--- config.mk ---
export PLATFORM = sky130hd
export DESIGN_NAME = seg_mux_decoder
export DESIGN_NICKNAME = d
export VERILOG_FILES = /design/src/rtl/seg_mux_decoder.sv
export SDC_FILE = /design/constraint.sdc
export NUM_CORES = 1
export LEC_CHECK = 0
export ABC_AREA = 1
export BUFFER_PORTS_ARGS = -buffer_cell sky130_fd_sc_hd__buf_2
export CAP_MARGIN = 20
export CORE_AREA = 2 2 133 135
export DETAILED_ROUTE_END_ITERATION = 10
export DIE_AREA = 0 0 135 137
export HOLD_SLACK_MARGIN = 0.02
export SLEW_MARGIN = 20
export SYNTH_ARGS = -nofsm -noshare
export SYNTH_HDL_FRONTEND = slang
export SYNTH_SLANG_ARGS = --single-unit
--- constraint.sdc ---
create_clock -name clk -period 2.9 [get_ports clk]
set_input_delay 0.435 -clock clk [delete_from_list [all_inputs] [get_ports clk]]
set_output_delay 0.435 -clock clk [all_outputs]
set_load 0.01 [all_outputs]
--- src/rtl/seg_mux_decoder.sv ---
// Recovers the four hex digits shown on a multiplexed, active-low 7-segment display bus.
// Each synchronized (an, seg) pair is captured only after it has held stable for STABLE_CYC cycles.
module seg_mux_decoder #(
  parameter int STABLE_CYC = 4,
  parameter int STALE_CYC  = 100000
) (
  input  logic        clk,
  input  logic        rst_n,
  input  logic [6:0]  seg,
  input  logic [3:0]  an,
  output logic [15:0] digits,
  output logic [3:0]  dig_valid,
  output logic        frame_done,
  output logic        pat_err,
  output logic [7:0]  err_cnt,
  output logic [1:0]  dbg_state
);

  localparam int             TW       = $clog2(STALE_CYC + 1);
  localparam logic [TW-1:0]  STALE_T  = TW'(STALE_CYC);
  localparam logic [7:0]     DONE_CNT = 8'(STABLE_CYC - 1);

  typedef enum logic [1:0] {IDLE = 2'd0, COUNT = 2'd1, HELD = 2'd2} state_t;

  logic [3:0]    an_s1_q, an_s2_q;
  logic [6:0]    seg_s1_q, seg_s2_q;
  logic [10:0]   pair_prev_q;
  state_t        state_q, state_d;
  logic [7:0]    cnt_q, cnt_d;
  logic [15:0]   digits_q, digits_d;
  logic [3:0]    valid_q, valid_d;
  logic [3:0]    seen_q, seen_d;
  logic          fd_q, pe_q, pe_d;
  logic [7:0]    err_q, err_d;
  logic [TW-1:0] tmr_q [4];
  logic [TW-1:0] tmr_d [4];

  logic        change, done, decide, one_low, legal;
  logic [4:0]  dec;
  logic [3:0]  sel_mask, cap_mask, clr_mask;

  // Returns {legal, value} for an active-high g..a segment pattern.
  function automatic logic [4:0] decode(input logic [6:0] p);
    case (p)
      7'h3F: decode = 5'h10;
      7'h06: decode = 5'h11;
      7'h5B: decode = 5'h12;
      7'h4F: decode = 5'h13;
      7'h66: decode = 5'h14;
      7'h6D: decode = 5'h15;
      7'h7D: decode = 5'h16;
      7'h07: decode = 5'h17;
      7'h7F: decode = 5'h18;
      7'h6F: decode = 5'h19;
      7'h77: decode = 5'h1A;
      7'h7C: decode = 5'h1B;
      7'h39: decode = 5'h1C;
      7'h5E: decode = 5'h1D;
      7'h79: decode = 5'h1E;
      7'h71: decode = 5'h1F;
      default: decode = 5'h00;
    endcase
  endfunction

  // cnt_d counts cycles the pair has stayed unchanged; the change cycle itself counts as the first.
  assign change = {an_s2_q, seg_s2_q} != pair_prev_q;
  assign cnt_d  = change ? 8'd0 : ((cnt_q == 8'hFF) ? cnt_q : cnt_q + 8'd1);
  assign done   = (cnt_d == DONE_CNT);

  always_comb begin
    state_d = state_q;
    decide  = 1'b0;
    case (state_q)
      IDLE: begin
        if (change) begin
          if (done) begin state_d = HELD; decide = 1'b1; end
          else state_d = COUNT;
        end
      end
      COUNT: begin
        if (done) begin state_d = HELD; decide = 1'b1; end
        else if (change) state_d = IDLE;
      end
      HELD: begin
        if (change) begin
          if (done) begin state_d = HELD; decide = 1'b1; end
          else state_d = COUNT;
        end
      end
      default: state_d = IDLE;
    endcase
  end

  assign dec      = decode(~seg_s2_q);
  assign legal    = dec[4];
  assign sel_mask = ~an_s2_q;
  assign one_low  = $onehot(sel_mask);
  assign cap_mask = (decide && one_low && legal)  ? sel_mask : 4'b0000;
  assign clr_mask = (decide && one_low && !legal) ? sel_mask : 4'b0000;
  assign pe_d     = decide && (sel_mask != 4'b0000) && !(one_low && legal);
  assign err_d    = (pe_d && err_q != 8'hFF) ? err_q + 8'd1 : err_q;
  assign seen_d   = ((seen_q == 4'hF) ? 4'h0 : seen_q) | cap_mask;

  // A capture on the same cycle as stale expiry keeps the digit valid.
  always_comb begin
    digits_d = digits_q;
    valid_d  = valid_q;
    for (int i = 0; i < 4; i++) begin
      tmr_d[i] = cap_mask[i] ? '0 : ((tmr_q[i] == STALE_T) ? tmr_q[i] : tmr_q[i] + 1'b1);
      if (cap_mask[i]) begin
        digits_d[4*i +: 4] = dec[3:0];
        valid_d[i]         = 1'b1;
      end else if (clr_mask[i] || tmr_d[i] == STALE_T) begin
        valid_d[i] = 1'b0;
      end
    end
  end

  always_ff @(posedge clk or negedge rst_n) begin
    if (!rst_n) begin
      an_s1_q     <= 4'hF;
      an_s2_q     <= 4'hF;
      seg_s1_q    <= 7'h7F;
      seg_s2_q    <= 7'h7F;
      pair_prev_q <= {4'hF, 7'h7F};
      state_q     <= IDLE;
      cnt_q       <= 8'd0;
      digits_q    <= 16'h0000;
      valid_q     <= 4'h0;
      seen_q      <= 4'h0;
      fd_q        <= 1'b0;
      pe_q        <= 1'b0;
      err_q       <= 8'h00;
      for (int i = 0; i < 4; i++) tmr_q[i] <= '0;
    end else begin
      an_s1_q     <= an;
      an_s2_q     <= an_s1_q;
      seg_s1_q    <= seg;
      seg_s2_q    <= seg_s1_q;
      pair_prev_q <= {an_s2_q, seg_s2_q};
      state_q     <= state_d;
      cnt_q       <= cnt_d;
      digits_q    <= digits_d;
      valid_q     <= valid_d;
      seen_q      <= seen_d;
      fd_q        <= (seen_q == 4'hF);
      pe_q        <= pe_d;
      err_q       <= err_d;
      for (int i = 0; i < 4; i++) tmr_q[i] <= tmr_d[i];
    end
  end

  assign digits     = digits_q;
  assign dig_valid  = valid_q;
  assign frame_done = fd_q;
  assign pat_err    = pe_q;
  assign err_cnt    = err_q;
  assign dbg_state  = state_q;

endmodule

==> results of run 1 <==
routing by layer:
metal / GRT usage (%) / share of wire (%) / vias to the layer above
met5: 0 / 0 / -
met4: 6.25 / 1.5 / 0
met3: 4.74 / 4.5 / 22
met2: 30.7 / 46 / 124
met1: 25.8 / 48 / 2830
li1: - / - / 3149
metrics by stage:
stage          instance area, um2  TNS, ns  total power, mW  setup WS [ns]
2_1_floorplan                7590        0             2.23         0.0687
3_3_place_gp                 8210        0             2.33         0.0785
3_5_place_dp                 8210   -0.234             2.33        -0.0689
4_1_cts                      8850        0             4.63         0.0239
5_1_grt                      8940  -0.0103             4.78       -0.00818
6_report                     8940        0             4.60          0.191
worst max-delay path: stages, from the launching register on:
cell and delay (ns):
dfstp_2 0.38, fa_1 0.52, inv_1 0.04, ha_1 0.17, ha_1 0.29, nor3_2 0.16
inv_1 0.10, nor2_4 0.15, nand4_1 0.11, buf_4 0.18, or2_1 0.32, nand2_1 0.09
o21ai_1 0.06
final timing paths:
| check | depth (start not counted) | slack [ns] | end |
|---|---|---|---|
| setup / recovery | 12 | 0.19 | digits[5] |
| hold / removal | 1 | 0.10 | seg_s1_q[5] |
| setup reg to reg | 12 | 0.19 | digits[5] |
| hold reg to reg | 0 | 0.36 | seg_s2_q[4] |
| max in group asynchronous | 3 | 1.63 | seg_s2_q[0] |
| min in group asynchronous | 2 | 0.47 | tmr_q[51] |
registers in the layout, indices dropped and copies added, names as in the netlist:
register     count
dbg_state        2
dig_valid        4
cnt_q            8
pat_err          1
err_cnt          8
pair_prev_q     11
an_s2_q          4
seen_q           4
frame_done       1
seg_s1_q         7
seg_s2_q         7
tmr_q           68
an_s1_q          4
digits          16
kinds of logic after synthesis:
group / count (synthesis)
AND/OR/NAND/NOR: 504
buffers and inverters: 174
AO/OA/AOI/OAI: 47
flip-flops: 145
multiplexers: 1
XOR/XNOR: 64
adder cells (fa/ha/maj): 14
cells in the mapped netlist (10+ instances only):
cell,count
nand2_1,195
dfstp_2,33
a21oi_1,10
nand3_1,63
xor2_1,55
nor2_1,149
o21ai_0,18
inv_1,157
ha_1,13
nor3_1,29
dfrtp_1,112
nand4_1,43
timing repair:
item,4_1_cts,5_1_grt
hold endpoints to repair,31,0
buffers inserted,1,5
setup endpoints to repair,7,62
pin swaps,1,3
gates resized for setup,0,12
hold buffers,1,0
cloned,0,0
where the power goes:
group	internal (mW)	switching, mW
logic	0.0616	0.142
registers	2.07	0.0260
clock network	1.40	0.902
total	3.53	1.07
final cells by class:
type                    instances  area, um2
multi-input cells             630       3300
clock buffers                  19        443
repair buffers                 72        452
clock inverters                13        176
well taps                     225        282
flip-flops and latches        145       3670
inverters                     165        619
fillers                      1637       8110
==> impl_metrics.yaml, run 1 <==
drt:
  wirelength_um: 16600
  wire_per_inst_um: 13.1
  ant_nets: 0
  drcViolationCount: 0
  via_per_inst: 4.83
  via_count: 6125
  drtIter0Drc: 367
  drtPass1Iterations: 5
synthesis:
  synth_edf_count: 0
  seq_area_frac_synth_pct: 48.4
  synthAdderAreaFrac_pct: 2.41
  synth_top_family_by_area: "simple AND/OR/NAND/NOR gates"
  synthXorXnorAreaFrac_pct: 7.39
  synth_area_leaders: "dfrtp_1 37%, dfstp_2 11%, nand2_1 9.7%"
  synth_cells: 949
  synth_compound_area_share_pct: 3.47
  synthSimpleGateAreaFrac_pct: 29.3
  ys.flop_type: "dfrtp_1"
  syn-cell-area_mm2: 0.00758
  syn_nets: 976
  yosysTopAreaCell: "dfrtp_1"
  async_flop_share_pct: 100
  yosys.cell_types.count: 39
  syn_area_per_cell_um2: 7.99
  synth.area.mux_share_pct: 0.149
  ys_warn_count: 0
  ys_seq_elements: 145
  netlist.area_leader.share_pct: 37.0
min_path:
  hp-start: "seg[5]"
  hp-class: "input port to register"
placed_design:
  dpl.hpwl_um: 12300
  dp_cells: 1230
  routabilityCongestion: 0.834
  io_buffers: 44
layout:
  layout_common_cells: "194 x nand2_1, 157 x inv_1, 147 x nor2_1, 111 x dfrtp_1, 63 x nand3_1"
  n_antenna_cell: 0
  nNetsFinal: 1058
  final_common_cell: "nand2_1"
  stdcell_count: 1269
  fin_util_pct: 52.4
  drive_gt1_share_pct: 15.7
  synthToLayoutAreaGrowth_pct: 18.0
critical_path:
  cp_max_fo: 9
  path_class: "register to register"
  required_ns: 3.18
  startpoint: "an_s2_q[0]"
  startpoint_type: "register"
  cp_data_arrival_time_ns: 2.99
  regToRegStartpoint: "an_s2_q[0]"
  cp-end-kind: "register"
power:
  power.leakage_nw: 4.50
  p_per_area_mw_per_mm2: 515
  ir_drop_mv: 0.418
timing:
  fin_crit_sh_pct: 93.4
  min_period_ns: 2.71
  whs_ns: 0.103
  finalMaxSlewViolations: 0
  tightest_slew_ns: 0.751
  max_slew_margin_pct: 49.5
  setup_viol: 0
  max_freq_ghz: 0.369
  timing.final.hold_violations: 0
  fin_skew_ns: 0.0103
clocking:
  cts_sinks: 145
  cts_tree: "done"
  clk_latency_ns: 0.43
  clockRootBuffer: "clkbuf_16"
  cts_max_path_buffers: 2
  numCtsBuffers: 17
  htree_levels: 4
  clkTransAtPathRegs_ns: 0.06
floorplan:
  io_pins: 45
  dieHeight_um: 137
  die_w_um: 135
  design.die.area_mm2: 0.0185
  row_count: 48
  start_util_pct: 44.4
  core_mm2: 0.0171
global_routing:
  grt_pass1_vias: 5894
  grt_use_total_pct: 19.2
  grt_pass1_wl_um: 28000
  grt-ovfl-total: 0
  antenna_found_initial: 0
  grt_max_degree: 73
outcome:
  status: "completed"
job:
  drv_cap: 0
Note: power is estimated with default switching activity, not from simulation.
==> run 2: changes to the inputs <==
- clock period: 2.9 -> 3.4 ns (I/O delays scaled with it)
==> run 2 against run 1 <==
Non-clock buffer count down 15. Die area unchanged. Utilization down 1.2 points.
==> impl_metrics.yaml, run 2 (same netlist as run 1, synthesis figures left out) <==
critical_path:
  r2r_setup_slack_ns: 0.33
  regToRegStartpoint: "an_s2_q[1]"
  reg2regPathDepth: 15
  path_cells: "fa_1, inv_1, ha_1, ha_1, nor3_1, inv_1, nor2_1, nand4_1, buf_4, nor2_4, a21oi_1, nor2_1, nand3_1, nand2_1, nand2_1"
  slowest_delay_ns: 0.62
  path_buf_inv: 3
  rr_endpoint: "dig_valid[3]"
  path_class: "register to register"
  cp-end-kind: "register"
  cpMaxStageDelayCell: "dfstp_2"
  cp_max_fo: 8
  startpoint_type: "register"
  cp_top_family: "simple AND/OR/NAND/NOR gates"
  cp_data_arrival_time_ns: 3.38
  required_ns: 3.71
power:
  p_per_area_mw_per_mm2: 436
  ir_drop_mv: 0.358
  p_total_mw: 3.81
  power.sequential.fraction_pct: 47.1
  p_switching_uw: 839
  clockPowerShare_pct: 48.9
  power.leakage_nw: 4.39
  p_sw_share_pct: 22.0
  internal_power_mw: 2.97
  p_comb_share_pct: 4.0
drt:
  ant_nets: 0
  drtPass1Iterations: 5
  via_per_inst: 4.82
  wire_per_inst_um: 12.9
  wirelength_um: 16100
  via_count: 6043
  drcViolationCount: 0
  drtIter0Drc: 272
timing:
  max_slew_margin_pct: 53.0
  tightest_slew_ns: 0.699
  final.setup.worst_slack_ns: 0.328
  setup_viol: 0
  finalMaxSlewViolations: 0
  rsz0062_at_grt: "false"
  setup_tns_ns: 0
  min_period_ns: 3.07
  fin_crit_sh_pct: 90.3
  fin_skew_ns: 0.0116
  whs_ns: 0.180
  timing.final.hold_violations: 0
  max_freq_ghz: 0.326
floorplan:
  start_util_pct: 44.4
  io_pins: 45
  die_w_um: 135
  dieHeight_um: 137
  core_mm2: 0.0171
  design.die.area_mm2: 0.0185
  row_count: 48
layout:
  num-fill-cells: 1664
  n_antenna_cell: 0
  largest_reg_flops: 68
  fin_util_pct: 51.3
  fin_area_mm2: 0.00874
  regMostFlops: "tmr_q"
  nNetsFinal: 1043
  layout_common_cells: "195 x nand2_1, 157 x inv_1, 149 x nor2_1, 112 x dfrtp_1, 63 x nand3_1"
  final_common_cell: "nand2_1"
  drive_gt1_share_pct: 13.7
  synthToLayoutAreaGrowth_pct: 15.3
  stdcell_count: 1254
placed_design:
  placed_area_mm2: 0.00812
  place_ws_ns: 0.216
  dp_cells: 1218
  io_buffers: 44
  routabilityCongestion: 0.870
  dpl.hpwl_um: 12000
clocking:
  cts_sinks: 145
  cts_tree: "done"
  htree_levels: 4
  clockRootBuffer: "clkbuf_16"
  clkTransAtPathRegs_ns: 0.06
  clk_latency_ns: 0.43
  cts_resized: 0
  numCtsBuffers: 17
  cts_max_path_buffers: 2
outcome:
  status: "completed"
global_routing:
  grt_pass1_vias: 5763
  antenna_found_initial: 0
  grt_pass1_wl_um: 27300
  grt_use_total_pct: 18.8
  grt-ovfl-total: 0
  grt_max_degree: 68
min_path:
  min_to: "seg_s1_q[4]"
  hp-class: "input port to register"
  hp-start: "seg[4]"
  min_path_cells: 1
job:
  drv_cap: 0
[run 2: changes by cell type in the layout (fill, tap and decap cells not counted), sizes merged]
cell,before,now
buf,71,56
bufinv,3,2
clkinv,5,3
inv,169,165
clkinvlp,1,3
clkbuf,19,24
[run 2: cell type report]
class	count	area [um2]	area share (%)
Sequential cell	145	3670	42.0
Multi-Input combinational cell	630	3240	37.1
Inverter	165	619	7.08
Clock buffer	24	492	5.62
Timing Repair Buffer	57	339	3.88
Tap cell	225	282	3.22
Clock inverter	8	101	1.16
[run 2: per-layer routing]
metal | part of all wire (%) | routed length (um) | global-route usage, %
met4 | 1.4 | 231 | 6.71
met3 | 3.1 | 507 | 4.00
met2 | 45 | 7280 | 29.5
met5 | 0 | 0 | 0
met1 | 50 | 8090 | 25.9
[run 2: worst register-to-register path, stage by stage (launching register included)]
cell	delay, ns
dfstp_2	0.62
fa_1	0.44
inv_1	0.06
ha_1	0.14
ha_1	0.22
nor3_1	0.25
inv_1	0.06
nor2_1	0.24
nand4_1	0.13
buf_4	0.18
nor2_4	0.22
a21oi_1	0.07
nor2_1	0.11
nand3_1	0.09
nand2_1	0.07
nand2_1	0.04
[run 2: worst max-delay path by stage]
stage / start / endpoint / slack [ns] / cells past startpoint
after global placement: an_s2_q[1] / dig_valid[3] / 0.34 / 14
after CTS: an_s2_q[1] / dig_valid[3] / 0.18 / 14
final: an_s2_q[1] / dig_valid[3] / 0.33 / 15
after global routing: an_s2_q[1] / dig_valid[3] / 0.07 / 15
after detailed placement: an_s2_q[1] / dig_valid[3] / 0.22 / 14
after floorplan: an_s2_q[1] / digits[6] / 0.45 / 12
[run 2: repair_timing]
action	4_1_cts	5_1_grt
endpoints found under the setup margin	0	3
endpoints found under the hold margin	15	0
buffers inserted	0	3
hold buffers	1	0
[run 2: power by group through the flow]
| stage | Clock [mW] | Combinational, mW | Sequential [mW] |
|---|---|---|---|
| after global placement | 0 | 0.153 | 1.82 |
| after CTS | 1.91 | 0.156 | 1.80 |
| after detailed placement | 0 | 0.154 | 1.82 |
| final | 1.86 | 0.153 | 1.80 |
| after floorplan | 0 | 0.0766 | 1.82 |
| after global routing | 1.98 | 0.176 | 1.80 |
